[config.mk]
export PLATFORM = sky130hd
export DESIGN_NAME = proj_minhash_sig
export DESIGN_NICKNAME = d
export VERILOG_FILES = /design/src/rtl/proj_minhash_sig.sv
export SDC_FILE = /design/constraint.sdc
export NUM_CORES = 1
export LEC_CHECK = 0
export BUFFER_PORTS_ARGS = -buffer_cell sky130_fd_sc_hd__buf_4
export CAP_MARGIN = 20
export CORE_MARGIN = 2
export CORE_UTILIZATION = 38
export DETAILED_ROUTE_END_ITERATION = 12
export GPL_ROUTABILITY_DRIVEN = 0
export PLACE_DENSITY = 0.54
export SYNTH_ARGS = -nofsm -noshare
export SYNTH_HDL_FRONTEND = slang
export SYNTH_SLANG_ARGS = --single-unit
[constraint.sdc]
create_clock -name clk -period 5.1 [get_ports clk]
set_input_delay 0.765 -clock clk [delete_from_list [all_inputs] [get_ports clk]]
set_output_delay 0.765 -clock clk [all_outputs]
set_load 0.05 [all_outputs]
[src/rtl/proj_minhash_sig.sv]
// proj_minhash_sig: streaming MinHash signature over framed shingles.
// The per-hash running minimum is updated one cycle after accept; the signature is emitted on a valid/ready stream.
module proj_minhash_sig #(
  parameter int                   SHINGLE_BYTES = 2,
  parameter int                   DATA_BITS     = 8,
  parameter int                   NUM_HASH      = 4,
  parameter int                   HASH_BITS     = 16,
  parameter logic [HASH_BITS-1:0] A_BASE        = 16'h9E37,
  parameter logic [HASH_BITS-1:0] A_STEP        = 16'h0D3A,
  parameter logic [HASH_BITS-1:0] B_BASE        = 16'h7F4A,
  parameter logic [HASH_BITS-1:0] B_STEP        = 16'h1111
) (
  input  logic                                 clk,
  input  logic                                 rst_n,
  input  logic [SHINGLE_BYTES*DATA_BITS-1:0]   in_shingle,
  input  logic                                 in_valid,
  input  logic                                 in_last,
  output logic                                 in_ready,
  output logic [HASH_BITS-1:0]                 out_data,
  output logic [$clog2(NUM_HASH)-1:0]          out_idx,
  output logic                                 out_valid,
  output logic                                 out_last,
  input  logic                                 out_ready
);

  localparam int                 IDX_W    = $clog2(NUM_HASH);
  localparam logic [IDX_W-1:0]   LAST_IDX = IDX_W'(NUM_HASH - 1);
  localparam logic [1:0]         ST_ACCUM = 2'd0;
  localparam logic [1:0]         ST_FLUSH = 2'd1;
  localparam logic [1:0]         ST_EMIT  = 2'd2;

  function automatic logic [HASH_BITS-1:0] coef_a(input int h);
    return (A_BASE + HASH_BITS'(h) * A_STEP) | {{(HASH_BITS-1){1'b0}}, 1'b1};
  endfunction

  function automatic logic [HASH_BITS-1:0] coef_b(input int h);
    return B_BASE + HASH_BITS'(h) * B_STEP;
  endfunction

  logic [HASH_BITS-1:0] key_s;
  logic [HASH_BITS-1:0] hash_s [NUM_HASH];
  logic [HASH_BITS-1:0] hash_q [NUM_HASH];
  logic [HASH_BITS-1:0] min_q  [NUM_HASH];
  logic [HASH_BITS-1:0] min_d  [NUM_HASH];
  logic                 s1_valid_q;
  logic [1:0]           state_q, state_d;
  logic [IDX_W-1:0]     idx_q, idx_d;
  logic                 accept_s, out_hs_s, last_hs_s;
  logic                 in_ready_q, out_valid_q, out_last_q;
  logic [HASH_BITS-1:0] out_data_q;

  assign key_s     = HASH_BITS'(in_shingle);
  assign accept_s  = in_valid && (state_q == ST_ACCUM);
  assign out_hs_s  = (state_q == ST_EMIT) && out_ready;
  assign last_hs_s = out_hs_s && (idx_q == LAST_IDX);

  // Multiply-add hash per index; product keeps only the low HASH_BITS.
  always_comb begin
    for (int h = 0; h < NUM_HASH; h++) begin
      hash_s[h] = coef_a(h) * key_s + coef_b(h);
    end
  end

  // Running minimum; ties keep the old value, last handshake re-seeds to all-ones.
  always_comb begin
    for (int h = 0; h < NUM_HASH; h++) begin
      if (last_hs_s) begin
        min_d[h] = {HASH_BITS{1'b1}};
      end else if (s1_valid_q && (hash_q[h] < min_q[h])) begin
        min_d[h] = hash_q[h];
      end else begin
        min_d[h] = min_q[h];
      end
    end
  end

  // Frame control: accumulate, one flush cycle for the last min update, then emit.
  always_comb begin
    state_d = state_q;
    idx_d   = idx_q;
    case (state_q)
      ST_ACCUM: begin
        if (accept_s && in_last) begin
          state_d = ST_FLUSH;
        end else begin
          state_d = ST_ACCUM;
        end
      end
      ST_FLUSH: begin
        state_d = ST_EMIT;
        idx_d   = {IDX_W{1'b0}};
      end
      ST_EMIT: begin
        if (last_hs_s) begin
          state_d = ST_ACCUM;
          idx_d   = {IDX_W{1'b0}};
        end else if (out_hs_s) begin
          idx_d = idx_q + {{(IDX_W-1){1'b0}}, 1'b1};
        end else begin
          idx_d = idx_q;
        end
      end
      default: begin
        state_d = ST_ACCUM;
        idx_d   = {IDX_W{1'b0}};
      end
    endcase
  end

  // Stage 1 hash capture and stage 2 minimum state.
  always_ff @(posedge clk) begin
    if (!rst_n) begin
      s1_valid_q <= 1'b0;
      for (int h = 0; h < NUM_HASH; h++) begin
        hash_q[h] <= {HASH_BITS{1'b0}};
        min_q[h]  <= {HASH_BITS{1'b1}};
      end
    end else begin
      s1_valid_q <= accept_s;
      for (int h = 0; h < NUM_HASH; h++) begin
        if (accept_s) begin
          hash_q[h] <= hash_s[h];
        end
        min_q[h] <= min_d[h];
      end
    end
  end

  // FSM and registered output stage; out_data is loaded from the next-state minimum.
  always_ff @(posedge clk) begin
    if (!rst_n) begin
      state_q     <= ST_ACCUM;
      idx_q       <= {IDX_W{1'b0}};
      in_ready_q  <= 1'b1;
      out_valid_q <= 1'b0;
      out_last_q  <= 1'b0;
      out_data_q  <= {HASH_BITS{1'b0}};
    end else begin
      state_q     <= state_d;
      idx_q       <= idx_d;
      in_ready_q  <= (state_d == ST_ACCUM);
      out_valid_q <= (state_d == ST_EMIT);
      out_last_q  <= (state_d == ST_EMIT) && (idx_d == LAST_IDX);
      out_data_q  <= (state_d == ST_EMIT) ? min_d[idx_d] : {HASH_BITS{1'b0}};
    end
  end

  assign in_ready  = in_ready_q;
  assign out_valid = out_valid_q;
  assign out_last  = out_last_q;
  assign out_data  = out_data_q;
  assign out_idx   = idx_q;

endmodule

==> impl_metrics.yaml, run 1 <==
run_status:
  status: "complete, no violations"
sta:
  tightest_slew_ns: 1.03
  hold_violations: 0
  rsz0062_at_grt: "no"
  max_freq_mhz: 201
  final.period_utilization_pct: 97.4
  setup_ws_ns: 0.132
  period_minus_slack_ns: 4.97
  clock-skew-final_ns: 0.0257
  slew_violations: 0
  whs_ns: 0.495
  final-setup-viol-count: 0
  slew_headroom_pct: 31.4
clock_tree:
  clkLatencyLatePin_ns: 0.44
  clkTransAtPathRegs_ns: 0.06
  cts_tree: "built"
  cts.sink_count: 148
  postCtsHoldBufs: 0
  cts_buffer_depth: 2
  htree_num_levels: 4
  cts-root-buf: "clkbuf_16"
  cts_made_buffers: 17
place:
  hpwl_um: 35400
  placed_cell_area_um2: 18800
  dpl.cell_count: 2466
  place_ws_ns: -0.355
  io_buffers: 41
die:
  initial_core_util_pct: 38.4
  die_h_um: 212
  pin_count: 42
  die_w_um: 212
  rows: 76
  dieArea_um2: 45000
  core_um2: 42900
global_routing:
  grt_pass1_wl_um: 67900
  use_met3_pct: 1.80
  grt_pass1_vias: 12425
  use_met1_pct: 26.8
  use_met2_pct: 33.1
  overflow: 0
  grt_max_degree: 61
  antenna_found_initial: 0
  grt_usage_pct: 19.6
  global_route.peak_usage_layer: "met2"
logic_synthesis:
  yosys.area.top_type: "ha_1"
  synth_area_leaders: "ha_1 (22%), fa_1 (18%), edfxtp_1 (11%), dfxtp_1 (11%), inv_1 (7.5%)"
  yosysMostFrequentCell: "inv_1"
  synth_fp_nets: 2152
  yosys-top-cells-count: "inv_1 (330), ha_1 (283), fa_1 (147)"
  ys_seq_area_share_pct: 21.6
  synth_edf_count: 60
  ys_async_sr_fraction_pct: 0
  synth_cell_types: 73
  synth_top_area_share_pct: 21.5
  syn_inst: 1701
  yosys_register_bits: 148
  synth_warnings: 0
  yosys_most_used_dff: "dfxtp_1"
  syn_avg_cell_area_um2: 9.68
  syn_area_um2: 16500
route:
  drc: 0
  drt_wl_total_um: 42300
  ant_nets: 0
  vias: 12265
  first_iter_violations: 575
  firstDrtPassIters: 5
  wire_per_inst_um: 16.9
  vias_per_cell: 4.91
critical_path:
  rrSetupSlack_ns: 1.65
  worst_ep_arrival_time_ns: 5.24
  path_class: "input port to flip-flop"
  crit_path_max_fanout: 5
  required_ns: 5.37
  worst_setup_path_start_kind: "input port"
  end_kind: "flip-flop"
cells_and_area:
  drive_gt1_share_pct: 17.0
  n_antenna_cell: 0
  final_cells: 2500
  syn2layout_area_growth_pct: 18.1
  fin_nets: 2353
  stdcell_area_um2: 19500
  fillers: 4151
hold_path:
  hp-class: "flip-flop to flip-flop"
power_and_ir_drop:
  power_density_nw_per_um2: 544
  power_mw: 10.6
  leakage_nw: 9.68
  peakVddDrop_v: 0.000431
flow_run:
  max-cap-violations: 0
==> through the flow <==
| step | utilization (%) | TNS, ns |
|---|---|---|
| 2_1_floorplan | - | -0.0254 |
| 3_3_place_gp | 43.9 | -3.54 |
| 3_5_place_dp | 43.9 | -4.14 |
| 4_1_cts | 45.2 | 0 |
| 5_1_grt | 45.4 | 0 |
| 6_report | 45.4 | 0 |
==> placed cells by master, fill, tap and decap left out, types with 12 or more instances in the layout <==
| cell | n |
|---|---|
| nand2b_1 | 23 |
| and2_1 | 12 |
| edfxtp_1 | 60 |
| nor2_1 | 76 |
| nand2_1 | 131 |
| a211oi_1 | 19 |
| xnor2_1 | 78 |
| fa_1 | 145 |
| buf_4 | 222 |
| xor2_1 | 28 |
| o211ai_1 | 50 |
| o21ai_0 | 32 |
| a21oi_1 | 42 |
| o21a_1 | 15 |
| a21o_1 | 16 |
| dfxtp_1 | 88 |
| ha_1 | 274 |
| mux2i_1 | 52 |
| nor3_1 | 15 |
| clkbuf_16 | 18 |
| inv_1 | 327 |
| o21ai_1 | 16 |
==> timing repair <==
action / in CTS / in global routing
gates resized for setup: 0 / 11
setup buffers: 0 / 1
endpoints found under the setup margin: 0 / 8
==> sequential cells by signal, summed over array words and instances, names as in the netlist <==
register    flops
hash_q         60
in_ready        1
min_q          64
out_data       16
out_idx         2
out_last        1
out_valid       1
s1_valid_q      1
state_q         2
==> final cells by class <==
type	instances	area (um^2)	share of cell area, %
Clock buffer	19	464	2.39
Tap cell	585	732	3.76
Inverter	330	1250	6.41
Timing Repair Buffer	224	1690	8.68
Sequential cell	148	3560	18.3
Multi-Input combinational cell	1181	11700	59.9
Clock inverter	13	108	0.553
==> cell families (layout without fill, tap and decap cells) <==
group                    after synthesis  count (layout)  share of synthesized area, %
adder cells (fa/ha/maj)              430             430                          39.4
flip-flops                           148             148                          21.6
multiplexers                          54              54                          3.30
XOR/XNOR                             107             107                          5.69
buffers and inverters                372             586                          8.88
AND/OR/NAND/NOR                      323             323                          9.16
AO/OA/AOI/OAI                        267             267                          12.0
==> final timing paths <==
kind                                                  from                     endpoint  cells past startpoint
worst min-delay path               min_q[3][11]$_SDFF_PN1_      min_q[3][11]$_SDFF_PN1_                      2
worst max-delay path                        in_shingle[10]  hash_q[0][14]$_SDFFCE_PN0P_                     18
worst min register to register     min_q[3][11]$_SDFF_PN1_      min_q[3][11]$_SDFF_PN1_                      2
worst max register to register  hash_q[3][1]$_SDFFCE_PN0P_       out_data[0]$_SDFF_PN0_                      9
==> power by group <==
group	internal, mW	leakage [nW]	switching, mW	total (mW)
combinational	3.81	8.02	3.80	7.61
clock	0.680	0.280	0.552	1.23
sequential	1.54	1.38	0.205	1.74
total	6.02	9.68	4.56	10.6
==> worst max-delay path: stages <==
cell,delay (ns)
buf_4,0.12
buf_4,0.17
fa_1,0.50
ha_1,0.14
inv_1,0.05
fa_1,0.53
inv_1,0.05
fa_1,0.47
fa_1,0.51
inv_1,0.05
fa_1,0.51
inv_2,0.05
ha_4,0.21
and2_4,0.14
a31o_4,0.20
o31a_1,0.31
o31ai_2,0.24
mux2i_1,0.21
==> per-layer routing <==
layer	wire [um]	up-vias
li1	-	6076
met1	20300	5921
met3	1040	49
met4	1040	0
met2	20000	219
met5	0	-
Power figures use the tool's default switching activity.
==> inputs of run 2 (changes only) <==
--- a/config.mk
+++ b/config.mk
@@ -9,6 +9,7 @@
 export CAP_MARGIN = 20
 export CORE_MARGIN = 2
 export CORE_UTILIZATION = 38
+export CTS_BUF_LIST = sky130_fd_sc_hd__clkbuf_8
 export DETAILED_ROUTE_END_ITERATION = 12
 export GPL_ROUTABILITY_DRIVEN = 0
 export PLACE_DENSITY = 0.54
==> impl_metrics.yaml, run 2 (synthesis results as in run 1) <==
run_status:
  status: "complete, no violations"
route:
  wire_per_inst_um: 16.9
  drt_wl_total_um: 42200
  drc: 0
  wl_met1_um: 20200
  dr_wl_met3_um: 1090
  vias_per_cell: 4.90
  ant_nets: 0
  firstDrtPassIters: 5
  first_iter_violations: 489
  topRoutingLayerUsed: "met4"
  vias: 12252
  wl_met2_um: 19900
critical_path:
  cp-startpoint: "in_shingle[2]"
  crit_chain: "buf_4 -> inv_1 -> ha_1 -> inv_1 -> buf_4 -> fa_1 -> ha_1 -> ha_1 -> fa_1 -> inv_1 -> fa_1 -> inv_1 -> ha_4 -> nand2_1 -> a21oi_1 -> a221o_1 -> a2111o_1 -> a31oi_1 -> xnor2_1 -> nor2_1"
  worst_setup_path_start_kind: "input port"
  required_ns: 5.28
  crit_path_max_fanout: 9
  rr_endpoint: "out_data[0]$_SDFF_PN0_"
  worstSetupEndpoint: "hash_q[1][15]$_SDFFCE_PN0P_"
  rrSetupSlack_ns: 1.62
  critPathSlowestCell: "fa_1"
  r2r_start: "hash_q[3][1]$_SDFFCE_PN0P_"
  end_kind: "flip-flop"
  worstRegToRegCells: 9
  slowest_delay_ns: 0.49
  path_class: "input port to flip-flop"
  cpMostUsedCell: "inv_1"
  worst_ep_arrival_time_ns: 5.12
sta:
  final-setup-viol-count: 0
  slew_headroom_pct: 31.6
  setup_tns_ns: 0
  slew_violations: 0
  whs_ns: 0.500
  hold_violations: 0
  final.period_utilization_pct: 96.9
  tightest_slew_ns: 1.02
  clock-skew-final_ns: 0.0277
  rsz0062_at_grt: "no"
  period_minus_slack_ns: 4.94
  max_freq_mhz: 202
flow_run:
  max-cap-violations: 0
cells_and_area:
  drive_gt1_share_pct: 16.8
  fin_nets: 2352
  post-route-util_pct: 44.9
  layout_common_cells: "inv_1 (327), ha_1 (274), buf_4 (222)"
  mostFrequentLayoutCell: "inv_1"
  n_antenna_cell: 0
  largest_reg_flops: 64
  top_register: "min_q"
  final_cells: 2499
  syn2layout_area_growth_pct: 16.9
place:
  dpl.cell_count: 2466
  hpwl_um: 35400
  io_buffers: 41
clock_tree:
  cts_buffer_depth: 2
  cts_tree: "built"
  post_cts_resized: 0
  postCtsHoldBufs: 0
  htree_num_levels: 4
  cts_setup_buffers: 0
  cts.sink_count: 148
  cts_made_buffers: 17
  clkLatencyLatePin_ns: 0.47
  cts-root-buf: "clkbuf_8"
  clkTransAtPathRegs_ns: 0.09
power_and_ir_drop:
  leakage_nw: 9.59
  power_density_nw_per_um2: 532
  peakVddDrop_v: 0.000432
  power_mw: 10.2
die:
  die_h_um: 212
  dieArea_um2: 45000
  core_um2: 42900
  initial_core_util_pct: 38.4
  rows: 76
  die_w_um: 212
  pin_count: 42
hold_path:
  hp-class: "flip-flop to flip-flop"
global_routing:
  overflow: 0
  grt_max_degree: 61
  antenna_found_initial: 0
  grt_pass1_wl_um: 67800
  grt_usage_pct: 19.6
  grt_pass1_vias: 12405
## run 2: how the worst min path moves through the flow
stage / start / endpoint / slack [ns] / cells after the start
2_1_floorplan: min_q[3][0]$_SDFF_PN1_ / min_q[3][0]$_SDFF_PN1_ / 0.45 / 2
3_3_place_gp: min_q[3][0]$_SDFF_PN1_ / min_q[3][0]$_SDFF_PN1_ / 0.47 / 2
3_5_place_dp: min_q[2][0]$_SDFF_PN1_ / min_q[2][0]$_SDFF_PN1_ / 0.48 / 2
4_1_cts: min_q[0][0]$_SDFF_PN1_ / min_q[0][0]$_SDFF_PN1_ / 0.50 / 2
5_1_grt: min_q[3][7]$_SDFF_PN1_ / min_q[3][7]$_SDFF_PN1_ / 0.53 / 2
6_report: min_q[3][11]$_SDFF_PN1_ / min_q[3][11]$_SDFF_PN1_ / 0.50 / 2
## run 2: area by class of cell
| cell class | count | area (um^2) |
|---|---|---|
| clock inverters | 14 | 138 |
| inverters | 330 | 1250 |
| well taps | 585 | 732 |
| fillers | 4175 | 23600 |
| multi-input cells | 1181 | 11600 |
| clock buffers | 18 | 248 |
| flip-flops and latches | 148 | 3560 |
| repair buffers | 223 | 1680 |
## run 2: metal layers
metal,vias to the layer above,track usage (%)
li1,6059,-
met1,5930,26.8
met2,217,33.0
met3,46,1.85
met4,0,5.56
met5,-,0
## run 2: metrics by stage
step / worst slack, ns / area (um^2)
finish: 0.160 / 19200
floorplan: -0.0136 / 16600
detailed placement: -0.355 / 18800
global placement: -0.317 / 18800
global route: 0.0107 / 19200
CTS: 0.154 / 19200
## run 2: worst max-delay path: cells and delay by family
| kind | cells | cell delay, ns |
|---|---|---|
| xor+xnor | 1 | 0.15 |
| compound gates | 4 | 0.95 |
| simple gates | 2 | 0.11 |
| buf+inv | 6 | 0.59 |
| fa+ha+maj | 7 | 2.53 |
## run 2: report_power, final
| group | total (mW) | leakage [nW] | switching [mW] | internal (mW) |
|---|---|---|---|---|
| sequential | 1.74 | 1.38 | 0.205 | 1.53 |
| combinational | 7.57 | 8.02 | 3.79 | 3.78 |
| clock | 0.923 | 0.195 | 0.510 | 0.413 |
==> inputs of run 3 (changes only) <==
--- a/config.mk
+++ b/config.mk
@@ -5,6 +5,7 @@
 export SDC_FILE = /design/constraint.sdc
 export NUM_CORES = 1
 export LEC_CHECK = 0
+export ABC_AREA = 1
 export BUFFER_PORTS_ARGS = -buffer_cell sky130_fd_sc_hd__buf_4
 export CAP_MARGIN = 20
 export CORE_MARGIN = 2
==> impl_metrics.yaml, run 3 <==
clock_tree:
  htree_num_levels: 4
  clkTransAtPathRegs_ns: 0.11
  cts_buffer_depth: 2
  cts_made_buffers: 17
  cts_tree: "built"
  clkLatencyLatePin_ns: 0.51
  cts.sink_count: 148
  cts-root-buf: "clkbuf_8"
route:
  ant_nets: 0
  drt_wl_total_um: 44800
  drc: 0
  firstDrtPassIters: 5
  vias_per_cell: 4.94
  wire_per_inst_um: 16.5
  vias: 13414
  first_iter_violations: 729
critical_path:
  worstRegToRegCells: 11
  rr_endpoint: "out_data[9]$_SDFF_PN0_"
  worst_ep_arrival_time_ns: 5.14
  rrSetupSlack_ns: 1.74
  crit_path_max_fanout: 4
  critPathSlowestCell: "fa_1"
  worst_setup_path_start_kind: "input port"
  cpMostUsedCell: "fa_1"
  r2r_start: "hash_q[3][11]$_SDFFCE_PN0P_"
  path_class: "input port to flip-flop"
  crit_chain: "buf_4 -> ha_4 -> fa_1 -> inv_1 -> fa_1 -> fa_1 -> inv_1 -> fa_1 -> inv_1 -> fa_1 -> inv_1 -> ha_4 -> a21oi_2 -> o21ai_0 -> nand2_1 -> o311ai_0 -> a31oi_1 -> nand3b_1 -> a21oi_1"
  slowest_delay_ns: 0.55
  end_kind: "flip-flop"
  required_ns: 5.36
sta:
  rsz0062_at_grt: "no"
  slew_headroom_pct: 40.5
  setup_ws_ns: 0.227
  final.period_utilization_pct: 95.5
  whs_ns: 0.488
  clock-skew-final_ns: 0.0302
  tightest_slew_ns: 0.893
  hold_violations: 0
  slew_violations: 0
  max_freq_mhz: 205
  period_minus_slack_ns: 4.87
  final-setup-viol-count: 0
die:
  die_h_um: 213
  core_um2: 43100
  dieArea_um2: 45300
  rows: 76
  pin_count: 42
  die_w_um: 213
  initial_core_util_pct: 38.5
cells_and_area:
  largest_reg_flops: 64
  syn2layout_area_growth_pct: 15.3
  mostFrequentLayoutCell: "inv_1"
  top_register: "min_q"
  fin_nets: 2571
  n_antenna_cell: 0
  post-route-util_pct: 44.4
  layout_common_cells: "inv_1 (418), nand2_1 (280), ha_1 (280)"
  stdcell_area_um2: 19100
  drive_gt1_share_pct: 12.4
logic_synthesis:
  ys_seq_area_share_pct: 21.5
  synth_edf_count: 60
  yosys.area.top_type: "ha_1"
  ys_async_sr_fraction_pct: 0
  synth_cell_types: 42
  yosysMostFrequentCell: "inv_1"
  syn_area_um2: 16600
  yosys_most_used_dff: "dfxtp_1"
  syn_inst: 1949
  synth_fp_nets: 2400
  synth_warnings: 0
  yosys-top-cells-count: "inv_1 (417), ha_1 (283), nand2_1 (281)"
  synth_top_area_share_pct: 21.3
  yosys_register_bits: 148
  syn_avg_cell_area_um2: 8.51
  synth_area_leaders: "ha_1 (21%), fa_1 (18%), edfxtp_1 (11%), dfxtp_1 (11%), inv_1 (9.4%)"
global_routing:
  antenna_found_initial: 0
  overflow: 0
  grt_max_degree: 89
  grt_pass1_wl_um: 73100
  grt_usage_pct: 20.9
  grt_pass1_vias: 13606
power_and_ir_drop:
  power_density_nw_per_um2: 520
  power_mw: 9.94
  peakVddDrop_v: 0.000419
  leakage_nw: 10.3
hold_path:
  hold_path_startpoint: "min_q[1][11]$_SDFF_PN1_"
  holdPathEnd: "min_q[1][11]$_SDFF_PN1_"
  hp-class: "flip-flop to flip-flop"
  hold_depth: 2
run_status:
  status: "complete, no violations"
flow_run:
  max-cap-violations: 0
place:
  io_buffers: 41
  hpwl_um: 36900
  place_ws_ns: -0.317
  placed_cell_area_um2: 18700
==> run 3: kinds of logic after synthesis <==
| group | after synthesis | share of synthesized area (%) |
|---|---|---|
| simple gates | 608 | 17.3 |
| fa+ha+maj | 430 | 39.1 |
| buf+inv | 474 | 10.8 |
| xor+xnor | 78 | 4.12 |
| compound gates | 211 | 7.21 |
| flops | 148 | 21.5 |
==> run 3: worst max path at each step <==
stage | start | to | cells after the start | slack, ns
after global routing | in_shingle[8] | hash_q[3][15]$_SDFFCE_PN0P_ | 19 | 0.03
after detailed placement | in_shingle[8] | hash_q[3][15]$_SDFFCE_PN0P_ | 19 | -0.32
final | in_shingle[8] | hash_q[3][15]$_SDFFCE_PN0P_ | 19 | 0.23
after floorplan | in_shingle[3] | hash_q[0][15]$_SDFFCE_PN0P_ | 19 | 0.02
after global placement | in_shingle[8] | hash_q[3][15]$_SDFFCE_PN0P_ | 19 | -0.26
after CTS | in_shingle[8] | hash_q[3][15]$_SDFFCE_PN0P_ | 19 | 0.23
==> run 3: timing repair <==
| action | CTS | global route |
|---|---|---|
| gates resized for setup | 0 | 1 |
| setup endpoints to repair | 0 | 1 |
| hold endpoints to repair | 0 | 0 |
| hold buffers | 0 | 0 |
| buffers inserted | 0 | 0 |
==> run 3: stage by stage <==
| step | setup TNS [ns] | instances |
|---|---|---|
| finish | 0 | 2718 |
| global route | 0 | 2718 |
| CTS | 0 | 2717 |
| detailed placement | -2.38 | 2685 |
| global placement | -1.88 | 2685 |
| floorplan | 0 | 1949 |
==> run 3: critical path, delay by kind of cell <==
kind	cells	cell delay (ns)
buf+inv	5	0.37
simple gates	2	0.20
fa+ha+maj	7	3.14
compound gates	5	0.65
==> run 3: report_power, final <==
| group | total [mW] | internal [mW] | switching [mW] |
|---|---|---|---|
| clock | 0.968 | 0.476 | 0.492 |
| sequential | 1.69 | 1.51 | 0.174 |
| combinational | 7.28 | 3.31 | 3.98 |
==> run 3: final cells by class <==
class	count	area [um^2]
clock buffer	17	234
clock inverter	15	163
fill	4280	24000
inverter	422	1580
multi-input combinational	1327	11300
sequential	148	3560
tap	585	732
timing repair buffer	204	1570
==> run 3: metal layers <==
metal / share of wire, % / global-route usage [%] / vias to the layer above
met1: 47 / 28.7 / 6325
li1: - / - / 6758
met2: 46 / 34.8 / 273
met5: 0 / 0 / -
met4: 2.6 / 6.73 / 0
met3: 3.5 / 2.09 / 58
